### src/rtl/pipe_stage_skid.sv
// Elastic valid/ready pipeline stage register with an optional 2-entry skid buffer.
// Outputs always come from the main register; control is zeroed on every bubble.
module pipe_stage_skid #(
  parameter int DATA_W = 32,
  parameter int CTRL_W = 11,
  parameter int SKID   = 1,
  parameter int CNT_W  = 16
) (
  input  logic              clk,
  input  logic              rst,
  input  logic              flush,
  input  logic              in_valid,
  output logic              in_ready,
  input  logic [CTRL_W-1:0] in_ctrl,
  input  logic [DATA_W-1:0] in_data,
  output logic              out_valid,
  input  logic              out_ready,
  output logic [CTRL_W-1:0] out_ctrl,
  output logic [DATA_W-1:0] out_data,
  output logic [CNT_W-1:0]  stall_cnt
);

  // state   | meaning
  // S_EMPTY | no entry held
  // S_FULL  | entry in main register only
  // S_SKID  | main and skid registers both hold entries; input stalled
  typedef enum logic [1:0] {
    S_EMPTY = 2'd0,
    S_FULL  = 2'd1,
    S_SKID  = 2'd2
  } state_t;

  state_t            state;
  state_t            state_nxt;
  logic              in_fire;
  logic              out_fire;
  logic [CTRL_W-1:0] skid_ctrl;
  logic [DATA_W-1:0] skid_data;

  always_ff @(posedge clk) begin
    if (rst || flush) state <= S_EMPTY;
    else              state <= state_nxt;
  end

  always_comb begin
    state_nxt = state;
    case (state)
      S_EMPTY: if (in_fire) state_nxt = S_FULL;
      S_FULL: begin
        if (in_fire && !out_fire)      state_nxt = S_SKID;
        else if (!in_fire && out_fire) state_nxt = S_EMPTY;
      end
      S_SKID:  if (out_fire) state_nxt = S_FULL;
      default: state_nxt = S_EMPTY;
    endcase
  end

  always_comb begin
    out_valid = (state != S_EMPTY);
    in_fire   = in_valid && in_ready;
    out_fire  = (state != S_EMPTY) && out_ready;
  end

  // Registered in_ready cuts the combinational stall path back to the upstream stage.
  if (SKID != 0) begin : g_reg_ready
    logic in_ready_q;
    always_ff @(posedge clk) begin
      if (rst || flush) in_ready_q <= 1'b1;
      else              in_ready_q <= (state_nxt != S_SKID);
    end
    assign in_ready = in_ready_q;
  end else begin : g_comb_ready
    assign in_ready = (state == S_EMPTY) || out_ready;
  end

  always_ff @(posedge clk) begin
    if (rst || flush) begin
      out_ctrl  <= '0;
      out_data  <= '0;
      skid_ctrl <= '0;
      skid_data <= '0;
    end else begin
      case (state)
        S_EMPTY: begin
          if (in_fire) begin
            out_ctrl <= in_ctrl;
            out_data <= in_data;
          end
        end
        S_FULL: begin
          if (in_fire && out_fire) begin
            out_ctrl <= in_ctrl;
            out_data <= in_data;
          end else if (in_fire) begin
            skid_ctrl <= in_ctrl;
            skid_data <= in_data;
          end else if (out_fire) begin
            // bubble: drop control so RegWrite/MemWrite cannot leak; payload holds
            out_ctrl <= '0;
          end
        end
        S_SKID: begin
          if (out_fire) begin
            out_ctrl <= skid_ctrl;
            out_data <= skid_data;
          end
        end
        default: ;
      endcase
    end
  end

  always_ff @(posedge clk) begin
    if (rst) begin
      stall_cnt <= '0;
    end else if (out_valid && !out_ready && (stall_cnt != {CNT_W{1'b1}})) begin
      stall_cnt <= stall_cnt + CNT_W'(1);
    end
  end

endmodule

### config.mk
export PLATFORM = sky130hd
export DESIGN_NAME = pipe_stage_skid
export DESIGN_NICKNAME = d
export VERILOG_FILES = /design/src/rtl/pipe_stage_skid.sv
export SDC_FILE = /design/constraint.sdc
export NUM_CORES = 1
export LEC_CHECK = 0
export ABC_AREA = 1
export CORE_UTILIZATION = 52
export CTS_BUF_LIST = sky130_fd_sc_hd__clkbuf_4 sky130_fd_sc_hd__clkbuf_8
export DETAILED_ROUTE_END_ITERATION = 7
export PLACE_DENSITY = 0.91
export SLEW_MARGIN = 5
export SYNTH_ARGS = -nofsm -noshare
export SYNTH_HDL_FRONTEND = slang
export SYNTH_SLANG_ARGS = --single-unit
### constraint.sdc
create_clock -name clk -period 2.2 [get_ports clk]
set_input_delay 0.33 -clock clk [delete_from_list [all_inputs] [get_ports clk]]
set_output_delay 0.33 -clock clk [all_outputs]
set_load 0.02 [all_outputs]
==> metrics.txt, run 1 <==
# TYPE chip_impl_metric gauge
chip_impl_metric{name="place.gp.congestion",unit=""} 0.862
chip_impl_metric{name="first_global_vias",unit=""} 4450
chip_impl_info{name="clock-root-buffer",value="clkbuf_8"} 1
chip_impl_metric{name="r2r_setup_slack",unit="ns"} 0.32
chip_impl_metric{name="min_path_cells",unit=""} 2
chip_impl_metric{name="die_height",unit="um"} 99.5
chip_impl_metric{name="report.power.total",unit="uW"} 3910
chip_impl_metric{name="grt.overflow.total",unit=""} 0
chip_impl_metric{name="top_level_ports",unit=""} 109
chip_impl_metric{name="avgRoutedWirePerCell",unit="um"} 13.1
chip_impl_metric{name="timing.final.max_slew_violations",unit=""} 0
chip_impl_metric{name="synth-edff-count",unit=""} 0
chip_impl_metric{name="tritoncts.num_buffers",unit=""} 9
chip_impl_metric{name="worst_r2r_path_depth",unit=""} 11
chip_impl_metric{name="clock_sinks",unit=""} 105
chip_impl_metric{name="drt_iter0_markers",unit=""} 206
chip_impl_metric{name="peakVddDrop",unit="uV"} 343
chip_impl_metric{name="worstPathMaxFanout",unit=""} 64
chip_impl_metric{name="mappedNetlistArea",unit="um2"} 4950
chip_impl_metric{name="floorplan.core_area",unit="um2"} 9240
chip_impl_metric{name="drc_errors",unit=""} 0
chip_impl_metric{name="initial_antenna_violation_count",unit=""} 0
chip_impl_metric{name="required",unit="ns"} 2.45
chip_impl_metric{name="area_growth_syn_to_layout",unit="%"} 27.6
chip_impl_info{name="rsz0062_at_grt",value="false"} 1
chip_impl_metric{name="clk_path_buf_depth",unit=""} 2
chip_impl_metric{name="yosys_warnings",unit=""} 0
chip_impl_metric{name="detailroute.via_count",unit=""} 4734
chip_impl_metric{name="drt_wl_total",unit="mm"} 12.0
chip_impl_metric{name="global_route_wire_length_before_repair",unit="mm"} 19.7
chip_impl_metric{name="final_skew",unit="ns"} 0.0147
chip_impl_metric{name="placement.io_buffers",unit=""} 108
chip_impl_metric{name="sequential_cell_area",unit="um2"} 2100
chip_impl_metric{name="postSynthRegisterBits",unit=""} 105
chip_impl_metric{name="dpl.hpwl",unit="mm"} 8.12
chip_impl_metric{name="drt-pass1-iter-count",unit=""} 5
chip_impl_metric{name="synth-async-reset-ratio",unit=""} 0
chip_impl_metric{name="synthesis.nets",unit=""} 746
chip_impl_info{name="tritoncts",value="built"} 1
chip_impl_metric{name="synth_top_area_share",unit=""} 0.425
chip_impl_metric{name="synth.avg_cell_area",unit="um2"} 7.14
chip_impl_metric{name="synth_sequential_area_ratio",unit=""} 0.425
chip_impl_info{name="synth_top_cells_by_area",value="dfxtp_1 (42%), nand2_1 (11%), a21oi_1 (8.9%)"} 1
chip_impl_metric{name="fp-row-count",unit=""} 35
chip_impl_metric{name="die_area",unit="um2"} 9910
chip_impl_metric{name="ant_nets",unit=""} 0
chip_impl_info{name="worst_setup_sp_type",value="register"} 1
chip_impl_metric{name="worst_ep_arrival_time",unit="ns"} 2.13
chip_impl_metric{name="post-route-period-util",unit=""} 0.854
chip_impl_metric{name="floorplan.initialDensity",unit=""} 0.535
chip_impl_info{name="synth-main-ff-cell",value="dfxtp_1"} 1
chip_impl_info{name="run_status",value="finished, final reports clean"} 1
chip_impl_metric{name="multiInputGateArea",unit="um2"} 2320
chip_impl_info{name="timing.critical_path.to_type",value="register"} 1
chip_impl_metric{name="synthDistinctLibCells",unit=""} 23
chip_impl_metric{name="final_net_count",unit=""} 835
chip_impl_metric{name="layout_min_cycle_time",unit="ns"} 1.88
chip_impl_metric{name="power.static_leakage",unit="uW"} 0.00237
chip_impl_metric{name="antenna-diode-count",unit=""} 0
chip_impl_metric{name="power.density_cell_area",unit="nW/um2"} 620
chip_impl_info{name="synth_top_area_cell",value="dfxtp_1"} 1
chip_impl_metric{name="final_layout_size_suffix_gt1_frac",unit=""} 0.0508
chip_impl_metric{name="cts.htree.levels",unit=""} 3
chip_impl_metric{name="clock_latency",unit="ns"} 0.36
chip_impl_metric{name="max_freq",unit="GHz"} 0.532
chip_impl_info{name="criticalPathCategory",value="register to register"} 1
chip_impl_metric{name="detailedPlace.worstSlack",unit="ns"} 0.268
chip_impl_info{name="synth_common_cells",value="nand2_1 (147), dfxtp_1 (105), a21oi_1 (88), nor2_1 (86), inv_1 (75)"} 1
chip_impl_metric{name="fin_setup_tns",unit="ns"} 0
chip_impl_metric{name="drv.max_cap_violation_count",unit=""} 0
chip_impl_metric{name="worst-slew-pin-transition",unit="ns"} 0.371
chip_impl_metric{name="cells_after_synthesis",unit=""} 693
chip_impl_metric{name="setup_ws",unit="ns"} 0.321
chip_impl_metric{name="globalRouteTotalUtil",unit=""} 0.244
chip_impl_metric{name="hold_violations",unit=""} 0
chip_impl_metric{name="timing.slew.headroom",unit=""} 0.752
chip_impl_info{name="synth.most_common_cell",value="nand2_1"} 1
chip_impl_metric{name="grt_start_max_net_pins",unit=""} 89
chip_impl_info{name="hp-class",value="register to register"} 1
chip_impl_metric{name="clkTransAtPathRegs",unit="ns"} 0.10
chip_impl_metric{name="floorplan.die.width",unit="um"} 99.5
chip_impl_metric{name="fill_cell_count",unit=""} 737
chip_impl_metric{name="vias_per_instance",unit=""} 5.17
chip_impl_metric{name="cts-hold-fix-buffers",unit=""} 0
chip_impl_metric{name="final-setup-viol-count",unit=""} 0
[critical path, stage by stage (launching register included)]
cell and delay (ns):
dfxtp_1 0.39, inv_1 0.10, ha_1 0.27, inv_2 0.12, nand2_2 0.09, nand2_1 0.08
o21ai_2 0.08, nor2_4 0.12, buf_12 0.26, nand3_1 0.11, nand2_1 0.08, nor2_1 0.04
[cells by family (layout without fill, tap and decap cells)]
family / after synthesis / in the layout / synth area share
buffers and inverters: 117 / 211 / 0.109
xor gates and xnor gates: 5 / 5 / 0.00885
and+or+nand+nor: 290 / 290 / 0.238
muxes: 32 / 32 / 0.0648
DFF: 105 / 105 / 0.425
adders and majority gates: 5 / 5 / 0.0126
AOI/OAI and AO/OA: 139 / 139 / 0.142
[final cells by class]
class / instances / area share
clock inverter: 6 / 0.0117
timing repair buffer: 119 / 0.195
inverter: 76 / 0.0452
clock buffer: 10 / 0.0218
sequential: 105 / 0.333
tap: 129 / 0.0256
multi-input combinational: 471 / 0.368
[where the power goes]
group	internal [uW]	switching, uW	total, uW
Sequential	1960	37.7	2000
Combinational	292	355	647
Clock	573	691	1260
[placed cells by master (no fill, tap or decap), drive strengths merged]
master	n
dfxtp	105
ha	5
xor2	4
nand4	3
bufinv	1
nand2	151
nand3b	1
xnor2	1
mux2i	32
clkbuf	10
clkdlybuf4s50	107
nor2	90
a31oi	1
nand3	45
buf	11
inv	78
dlymetal6s2s	1
clkinv	3
a21oi	88
o21ai	50
[sequential cells by signal (all words and copies together), names as in the netlist]
register and flops:
in_ready 1, out_ctrl 11, out_data 32, state 2, skid_data 32, skid_ctrl 11, stall_cnt 16
[path summary, 6_finish.rpt]
check,startpoint,end
setup / recovery,state[0],out_data[24]
hold / removal,skid_ctrl[0],skid_ctrl[0]
setup reg to reg,state[0],out_data[24]
hold reg to reg,skid_ctrl[0],skid_ctrl[0]
[routing by layer]
metal	part of all wire	global-route usage
met2	0.51	0.427
met4	0.023	0.0894
met1	0.41	0.291
met3	0.055	0.0569
met5	0	0
[metrics by stage]
stage               std cells  hold WS (ns)   util  cell area (um2)
global placement          900         0.430  0.660             6100
detailed placement        900         0.437  0.660             6100
finish                    916         0.451  0.683             6310
CTS                       916         0.452  0.683             6310
floorplan                 693         0.423      -             4950
global route              916         0.467  0.683             6310
[what timing repair did]
action                     CTS  global route
gates resized for setup      0             1
buffers inserted             0             0
setup endpoints to repair    0             1
No activity file was read; power rests on OpenSTA's default activity.
==> run 2: changes to the inputs <==
--- a/config.mk
+++ b/config.mk
@@ -10,6 +10,7 @@
 export CTS_BUF_LIST = sky130_fd_sc_hd__clkbuf_4 sky130_fd_sc_hd__clkbuf_8
 export DETAILED_ROUTE_END_ITERATION = 7
 export PLACE_DENSITY = 0.91
+export RECOVER_POWER = 25
 export SLEW_MARGIN = 5
 export SYNTH_ARGS = -nofsm -noshare
 export SYNTH_HDL_FRONTEND = slang
==> metrics.txt, run 2 (synthesis gave the netlist of run 1 again) <==
# TYPE chip_impl_metric gauge
chip_impl_metric{name="gr_layer_usage_met2",unit=""} 0.427
chip_impl_info{name="largestRegisters",value="out_data x32, skid_data x32, stall_cnt x16"} 1
chip_impl_metric{name="final-setup-viol-count",unit=""} 0
chip_impl_metric{name="grt.overflow.total",unit=""} 0
chip_impl_metric{name="min_path_cells",unit=""} 2
chip_impl_metric{name="worstPathMaxFanout",unit=""} 64
chip_impl_metric{name="initial_antenna_violation_count",unit=""} 0
chip_impl_metric{name="detailroute.via_count",unit=""} 4726
chip_impl_info{name="hp-class",value="register to register"} 1
chip_impl_info{name="layout.cells.most_common_list",value="nand2_1 (147), dfxtp_1 (105), a21oi_1 (88)"} 1
chip_impl_metric{name="worst-slew-pin-transition",unit="ns"} 0.420
chip_impl_metric{name="post-route-period-util",unit=""} 0.856
chip_impl_metric{name="drc_errors",unit=""} 0
chip_impl_info{name="critical_path.reg2reg.startpoint",value="state[0]"} 1
chip_impl_metric{name="avgRoutedWirePerCell",unit="um"} 13.1
chip_impl_metric{name="fp-row-count",unit=""} 35
chip_impl_metric{name="power.static_leakage",unit="uW"} 0.00248
chip_impl_info{name="r2r-end",value="out_data[24]"} 1
chip_impl_metric{name="fill_cell_count",unit=""} 739
chip_impl_info{name="global_route.peak_usage_layer",value="met2"} 1
chip_impl_metric{name="floorplan.die.width",unit="um"} 99.5
chip_impl_metric{name="tritoncts.num_buffers",unit=""} 9
chip_impl_metric{name="final.hold.worst_slack",unit="ns"} 0.451
chip_impl_metric{name="power.internal",unit="uW"} 2810
chip_impl_metric{name="final_net_count",unit=""} 835
chip_impl_info{name="rsz0062_at_grt",value="false"} 1
chip_impl_metric{name="drt_wl_total",unit="mm"} 12.0
chip_impl_metric{name="final_layout_size_suffix_gt1_frac",unit=""} 0.0483
chip_impl_info{name="criticalPathCategory",value="register to register"} 1
chip_impl_metric{name="antenna-diode-count",unit=""} 0
chip_impl_metric{name="clkTransAtPathRegs",unit="ns"} 0.10
chip_impl_metric{name="power.switching",unit="uW"} 1080
chip_impl_metric{name="ant_nets",unit=""} 0
chip_impl_metric{name="met1_usage",unit=""} 0.291
chip_impl_metric{name="power.density_cell_area",unit="nW/um2"} 617
chip_impl_metric{name="hold_violations",unit=""} 0
chip_impl_info{name="critical_path.slowest_cell",value="dfxtp_1"} 1
chip_impl_metric{name="drt-pass1-iter-count",unit=""} 5
chip_impl_metric{name="multiInputGateArea",unit="um2"} 2320
chip_impl_metric{name="required",unit="ns"} 2.45
chip_impl_info{name="most_frequent_cp_cell",value="nand2_1"} 1
chip_impl_info{name="crit_family",value="simple AND/OR/NAND/NOR gates"} 1
chip_impl_metric{name="drv.max_cap_violation_count",unit=""} 0
chip_impl_metric{name="crit_buf_inv",unit=""} 3
chip_impl_metric{name="clock_network_power_share",unit=""} 0.325
chip_impl_metric{name="floorplan.core_area",unit="um2"} 9240
chip_impl_info{name="worst_hold_path.endpoint",value="skid_ctrl[0]"} 1
chip_impl_metric{name="r2r_setup_slack",unit="ns"} 0.32
chip_impl_metric{name="clk_path_buf_depth",unit=""} 2
chip_impl_metric{name="drt_iter0_markers",unit=""} 219
chip_impl_metric{name="power_switching_share",unit=""} 0.278
chip_impl_metric{name="worst_ep_arrival_time",unit="ns"} 2.14
chip_impl_metric{name="share_comb_of_total_power",unit=""} 0.162
chip_impl_metric{name="die_area",unit="um2"} 9910
chip_impl_info{name="worst_setup_sp_type",value="register"} 1
chip_impl_metric{name="dpl.hpwl",unit="mm"} 8.12
chip_impl_metric{name="longest_individual_stage_delay_on_the_worst_path",unit="ns"} 0.39
chip_impl_info{name="crit_chain",value="inv_1, ha_1, inv_2, nand2_2, nand2_1, o21ai_2, nor2_4, buf_12, nand3_1, nand2_1, nor2_1"} 1
chip_impl_metric{name="top_level_ports",unit=""} 109
chip_impl_info{name="run_status",value="finished, final reports clean"} 1
chip_impl_metric{name="timing.slew.headroom",unit=""} 0.719
chip_impl_info{name="final_common_cell",value="nand2_1"} 1
chip_impl_metric{name="clock_sinks",unit=""} 105
chip_impl_info{name="tritoncts",value="built"} 1
chip_impl_metric{name="placement.io_buffers",unit=""} 108
chip_impl_metric{name="peakVddDrop",unit="uV"} 342
chip_impl_metric{name="grt.met3_usage",unit=""} 0.0569
chip_impl_metric{name="grt_start_max_net_pins",unit=""} 89
chip_impl_metric{name="cts_setup_buffers",unit=""} 0
chip_impl_metric{name="power.share.sequential",unit=""} 0.513
chip_impl_metric{name="first_global_vias",unit=""} 4450
chip_impl_metric{name="area_growth_syn_to_layout",unit="%"} 27.5
chip_impl_metric{name="globalRouteTotalUtil",unit=""} 0.244
chip_impl_metric{name="timing.final.max_slew_violations",unit=""} 0
chip_impl_metric{name="floorplan.initialDensity",unit=""} 0.535
chip_impl_metric{name="die_height",unit="um"} 99.5
chip_impl_info{name="timing.critical_path.to_type",value="register"} 1
chip_impl_metric{name="worst_r2r_path_depth",unit=""} 11
chip_impl_metric{name="fin_setup_tns",unit="ns"} 0
chip_impl_metric{name="clock_latency",unit="ns"} 0.36
chip_impl_info{name="clock-root-buffer",value="clkbuf_8"} 1
chip_impl_metric{name="place.gp.congestion",unit=""} 0.862
chip_impl_metric{name="cts-hold-fix-buffers",unit=""} 0
chip_impl_info{name="min-delay-start",value="skid_ctrl[0]"} 1
chip_impl_metric{name="global_route_wire_length_before_repair",unit="mm"} 19.7
chip_impl_metric{name="layout_min_cycle_time",unit="ns"} 1.88
chip_impl_metric{name="vias_per_instance",unit=""} 5.16
chip_impl_metric{name="max_freq",unit="GHz"} 0.531
chip_impl_metric{name="final_skew",unit="ns"} 0.0139
chip_impl_metric{name="cts.htree.levels",unit=""} 3
chip_impl_metric{name="sequential_cell_area",unit="um2"} 2100
-- run 2: changes by cell type in the layout (fill, tap and decap cells not counted), sizes merged --
cell and delta:
clkdlybuf4s50 -39, dlygate4sd3 +39
-- run 2: routing by layer --
layer	part of all wire	vias to the layer above
met5	0	-
met1	0.42	2181
met2	0.51	133
met3	0.050	26
li1	-	2386
met4	0.023	0
-- run 2: worst min-delay path: stages, from the launching register on --
cell,delay (ns)
dfxtp_1,0.32
inv_1,0.05
a21oi_1,0.05
-- run 2: cell type report --
cell class              count  share of cell area
well taps                 129              0.0256
inverters                  76              0.0452
repair buffers            119               0.195
clock inverters             6              0.0117
multi-input cells         471               0.368
flip-flops and latches    105               0.333
clock buffers              10              0.0218
-- run 2: power by group through the flow --
stage	logic (uW)	registers, uW	clock network (uW)
5_1_grt	696	2010	1380
3_5_place_dp	644	2040	0
6_report	632	2000	1260
4_1_cts	647	2000	1290
3_3_place_gp	621	2040	0
2_1_floorplan	336	2090	0
-- run 2: what timing repair did --
item                       4_1_cts  5_1_grt
resized for setup                0        1
hold endpoints to repair         0        0
setup endpoints to repair        0        1
-- run 2: metrics by stage --
step	util	setup WS [ns]	total power, uW	instance area (um2)	cells
global route	0.683	0.125	4080	6310	916
detailed placement	0.660	0.268	2690	6100	900
floorplan	-	0.567	2430	4950	693
finish	0.683	0.317	3890	6310	916
CTS	0.683	0.0180	3940	6310	916
global placement	0.660	0.371	2660	6100	900
-- run 2: how the worst max path moves through the flow --
stage,start,to,slack [ns],depth (start not counted)
floorplan,state[0],out_data[13],0.57,12
global placement,out_ready,out_data[30],0.37,9
detailed placement,out_ready,out_data[15],0.27,9
CTS,state[0],out_valid,0.02,4
global route,state[0],out_data[22],0.13,11
finish,state[0],out_data[24],0.32,11
==> run 3: changes to the inputs <==
--- a/config.mk
+++ b/config.mk
@@ -6,6 +6,7 @@
 export NUM_CORES = 1
 export LEC_CHECK = 0
 export ABC_AREA = 1
+export CORE_ASPECT_RATIO = 1.2
 export CORE_UTILIZATION = 52
 export CTS_BUF_LIST = sky130_fd_sc_hd__clkbuf_4 sky130_fd_sc_hd__clkbuf_8
 export DETAILED_ROUTE_END_ITERATION = 7
==> metrics.txt, run 3 (synthesis gave the netlist of run 1 again) <==
# TYPE chip_impl_metric gauge
chip_impl_info{name="run_status",value="finished, final reports clean"} 1
chip_impl_metric{name="drt_wl_total",unit="mm"} 12.2
chip_impl_metric{name="hold_violations",unit=""} 0
chip_impl_metric{name="cts.htree.levels",unit=""} 3
chip_impl_info{name="largestRegisters",value="out_data x32, skid_data x32, stall_cnt x16"} 1
chip_impl_metric{name="detailroute.via_count",unit=""} 4730
chip_impl_metric{name="report.power.total",unit="uW"} 4130
chip_impl_info{name="rsz0062_at_grt",value="false"} 1
chip_impl_metric{name="die_area",unit="um2"} 9910
chip_impl_metric{name="worst_ep_arrival_time",unit="ns"} 2.28
chip_impl_metric{name="drv.max_cap_violation_count",unit=""} 0
chip_impl_metric{name="peakVddDrop",unit="uV"} 452
chip_impl_info{name="clock-root-buffer",value="clkbuf_8"} 1
chip_impl_info{name="most_frequent_cp_cell",value="nand2_1"} 1
chip_impl_metric{name="required",unit="ns"} 2.49
chip_impl_metric{name="power.internal",unit="uW"} 3080
chip_impl_metric{name="top_level_ports",unit=""} 109
chip_impl_metric{name="worst-slew-pin-transition",unit="ns"} 0.465
chip_impl_metric{name="power.switching",unit="uW"} 1050
chip_impl_metric{name="place.gp.congestion",unit=""} 0.899
chip_impl_metric{name="drt-pass1-iter-count",unit=""} 5
chip_impl_metric{name="clk_path_buf_depth",unit=""} 2
chip_impl_metric{name="final_skew",unit="ns"} 0.0110
chip_impl_metric{name="worstPathMaxFanout",unit=""} 22
chip_impl_metric{name="initial_antenna_violation_count",unit=""} 0
chip_impl_metric{name="final.hold.worst_slack",unit="ns"} 0.448
chip_impl_metric{name="power_switching_share",unit=""} 0.254
chip_impl_info{name="crit_chain",value="inv_1, ha_1, inv_2, nand2_2, nand2_1, o21ai_2, nor2_4, nand2_1, buf_4, nand2_1, nand2_1, nor2_1"} 1
chip_impl_info{name="layout.cells.most_common_list",value="nand2_1 (147), dfxtp_1 (105), a21oi_1 (88)"} 1
chip_impl_metric{name="power.static_leakage",unit="uW"} 0.00251
chip_impl_metric{name="crit_buf_inv",unit=""} 3
chip_impl_metric{name="cts-hold-fix-buffers",unit=""} 0
chip_impl_metric{name="ant_nets",unit=""} 0
chip_impl_metric{name="drt_iter0_markers",unit=""} 285
chip_impl_metric{name="longest_individual_stage_delay_on_the_worst_path",unit="ns"} 0.37
chip_impl_info{name="hp-class",value="register to register"} 1
chip_impl_info{name="worst_setup_sp_type",value="register"} 1
chip_impl_metric{name="share_comb_of_total_power",unit=""} 0.158
chip_impl_info{name="crit_family",value="simple AND/OR/NAND/NOR gates"} 1
chip_impl_metric{name="final_net_count",unit=""} 839
chip_impl_metric{name="global_route_wire_length_before_repair",unit="mm"} 19.9
chip_impl_metric{name="floorplan.die.width",unit="um"} 91.0
chip_impl_metric{name="final_layout_size_suffix_gt1_frac",unit=""} 0.0544
chip_impl_metric{name="dpl.hpwl",unit="mm"} 8.45
chip_impl_metric{name="globalRouteTotalUtil",unit=""} 0.251
chip_impl_metric{name="fill_cell_count",unit=""} 713
chip_impl_metric{name="power.density_cell_area",unit="nW/um2"} 647
chip_impl_metric{name="post-route-period-util",unit=""} 0.902
chip_impl_metric{name="placement.io_buffers",unit=""} 108
chip_impl_info{name="timing.critical_path.to_type",value="register"} 1
chip_impl_metric{name="area_growth_syn_to_layout",unit="%"} 29.1
chip_impl_metric{name="clock_latency",unit="ns"} 0.37
chip_impl_metric{name="floorplan.core_area",unit="um2"} 9130
chip_impl_metric{name="fin_setup_tns",unit="ns"} 0
chip_impl_metric{name="clock_network_power_share",unit=""} 0.359
chip_impl_metric{name="floorplan.initialDensity",unit=""} 0.542
chip_impl_metric{name="grt.overflow.total",unit=""} 0
chip_impl_metric{name="detailedPlace.worstSlack",unit="ns"} 0.227
chip_impl_metric{name="grt_start_max_net_pins",unit=""} 56
chip_impl_metric{name="antenna-diode-count",unit=""} 0
chip_impl_metric{name="avgRoutedWirePerCell",unit="um"} 13.4
chip_impl_info{name="final_common_cell",value="nand2_1"} 1
chip_impl_info{name="tritoncts",value="built"} 1
chip_impl_info{name="criticalPathCategory",value="register to register"} 1
chip_impl_metric{name="drc_errors",unit=""} 0
chip_impl_metric{name="tritoncts.num_buffers",unit=""} 9
chip_impl_metric{name="max_freq",unit="GHz"} 0.504
chip_impl_info{name="critical_path.slowest_cell",value="dfxtp_1"} 1
chip_impl_metric{name="post-route-util",unit=""} 0.699
chip_impl_metric{name="fp-row-count",unit=""} 38
chip_impl_metric{name="setup_ws",unit="ns"} 0.216
chip_impl_metric{name="timing.final.max_slew_violations",unit=""} 0
chip_impl_metric{name="timing.slew.headroom",unit=""} 0.690
chip_impl_metric{name="vias_per_instance",unit=""} 5.19
chip_impl_metric{name="layout_min_cycle_time",unit="ns"} 1.98
chip_impl_metric{name="die_height",unit="um"} 109
chip_impl_metric{name="clkTransAtPathRegs",unit="ns"} 0.10
chip_impl_metric{name="first_global_vias",unit=""} 4540
chip_impl_metric{name="final-setup-viol-count",unit=""} 0
chip_impl_metric{name="clock_sinks",unit=""} 105
chip_impl_metric{name="power.share.sequential",unit=""} 0.484
[run 3: cell count changes in the layout (fill, tap and decap cells not counted), moves of 2 or more]
cell | before | now
buf_4 | 6 | 9
inv_6 | 2 | 0
clkinv_4 | 3 | 1
bufinv_16 | 1 | 3
[run 3: metrics by stage]
step                std cells  instance area (um2)
floorplan                 693                 4950
global placement          895                 6130
detailed placement        895                 6130
CTS                       911                 6390
global route              911                 6380
finish                    911                 6380
[run 3: path summary, 6_finish.rpt]
kind / depth (start not counted) / endpoint / slack, ns / start
worst max-delay path: 12 / out_ctrl[8] / 0.22 / state[0]
worst min-delay path: 2 / skid_data[26] / 0.45 / skid_data[26]
worst max register to register: 12 / out_ctrl[8] / 0.22 / state[0]
worst min register to register: 2 / skid_data[26] / 0.45 / skid_data[26]
[run 3: metal layers]
metal | GRT usage | up-vias | part of all wire
met5 | 0 | - | 0
met4 | 0.155 | 0 | 0.037
met3 | 0.0411 | 33 | 0.040
met2 | 0.464 | 130 | 0.52
met1 | 0.268 | 2164 | 0.40
li1 | - | 2403 | -
[run 3: what timing repair did]
action                     in CTS  in global routing
gates resized for setup         1                  0
setup endpoints to repair       1                  0
setup buffers                   0                  0
[run 3: layout make-up]
cell class	count	area [um2]	area share
multi-input cells	471	2320	0.364
flip-flops and latches	105	2100	0.329
repair buffers	123	1270	0.199
inverters	76	285	0.0447
clock buffers	12	159	0.0249
well taps	120	150	0.0235
clock inverters	4	98.8	0.0155
[run 3: power groups by stage]
stage	sequential, uW	clock [uW]	combinational, uW
4_1_cts	2000	1510	668
3_5_place_dp	2040	0	660
3_3_place_gp	2040	0	637
6_report	2000	1480	653
2_1_floorplan	2090	0	336
5_1_grt	2010	1590	714
[run 3: worst register-to-register path, cell delays in order, from the launching register on]
cell	delay [ns]
dfxtp_1	0.37
inv_1	0.09
ha_1	0.27
inv_2	0.12
nand2_2	0.09
nand2_1	0.09
o21ai_2	0.08
nor2_4	0.21
nand2_1	0.08
buf_4	0.21
nand2_1	0.09
nand2_1	0.07
nor2_1	0.14
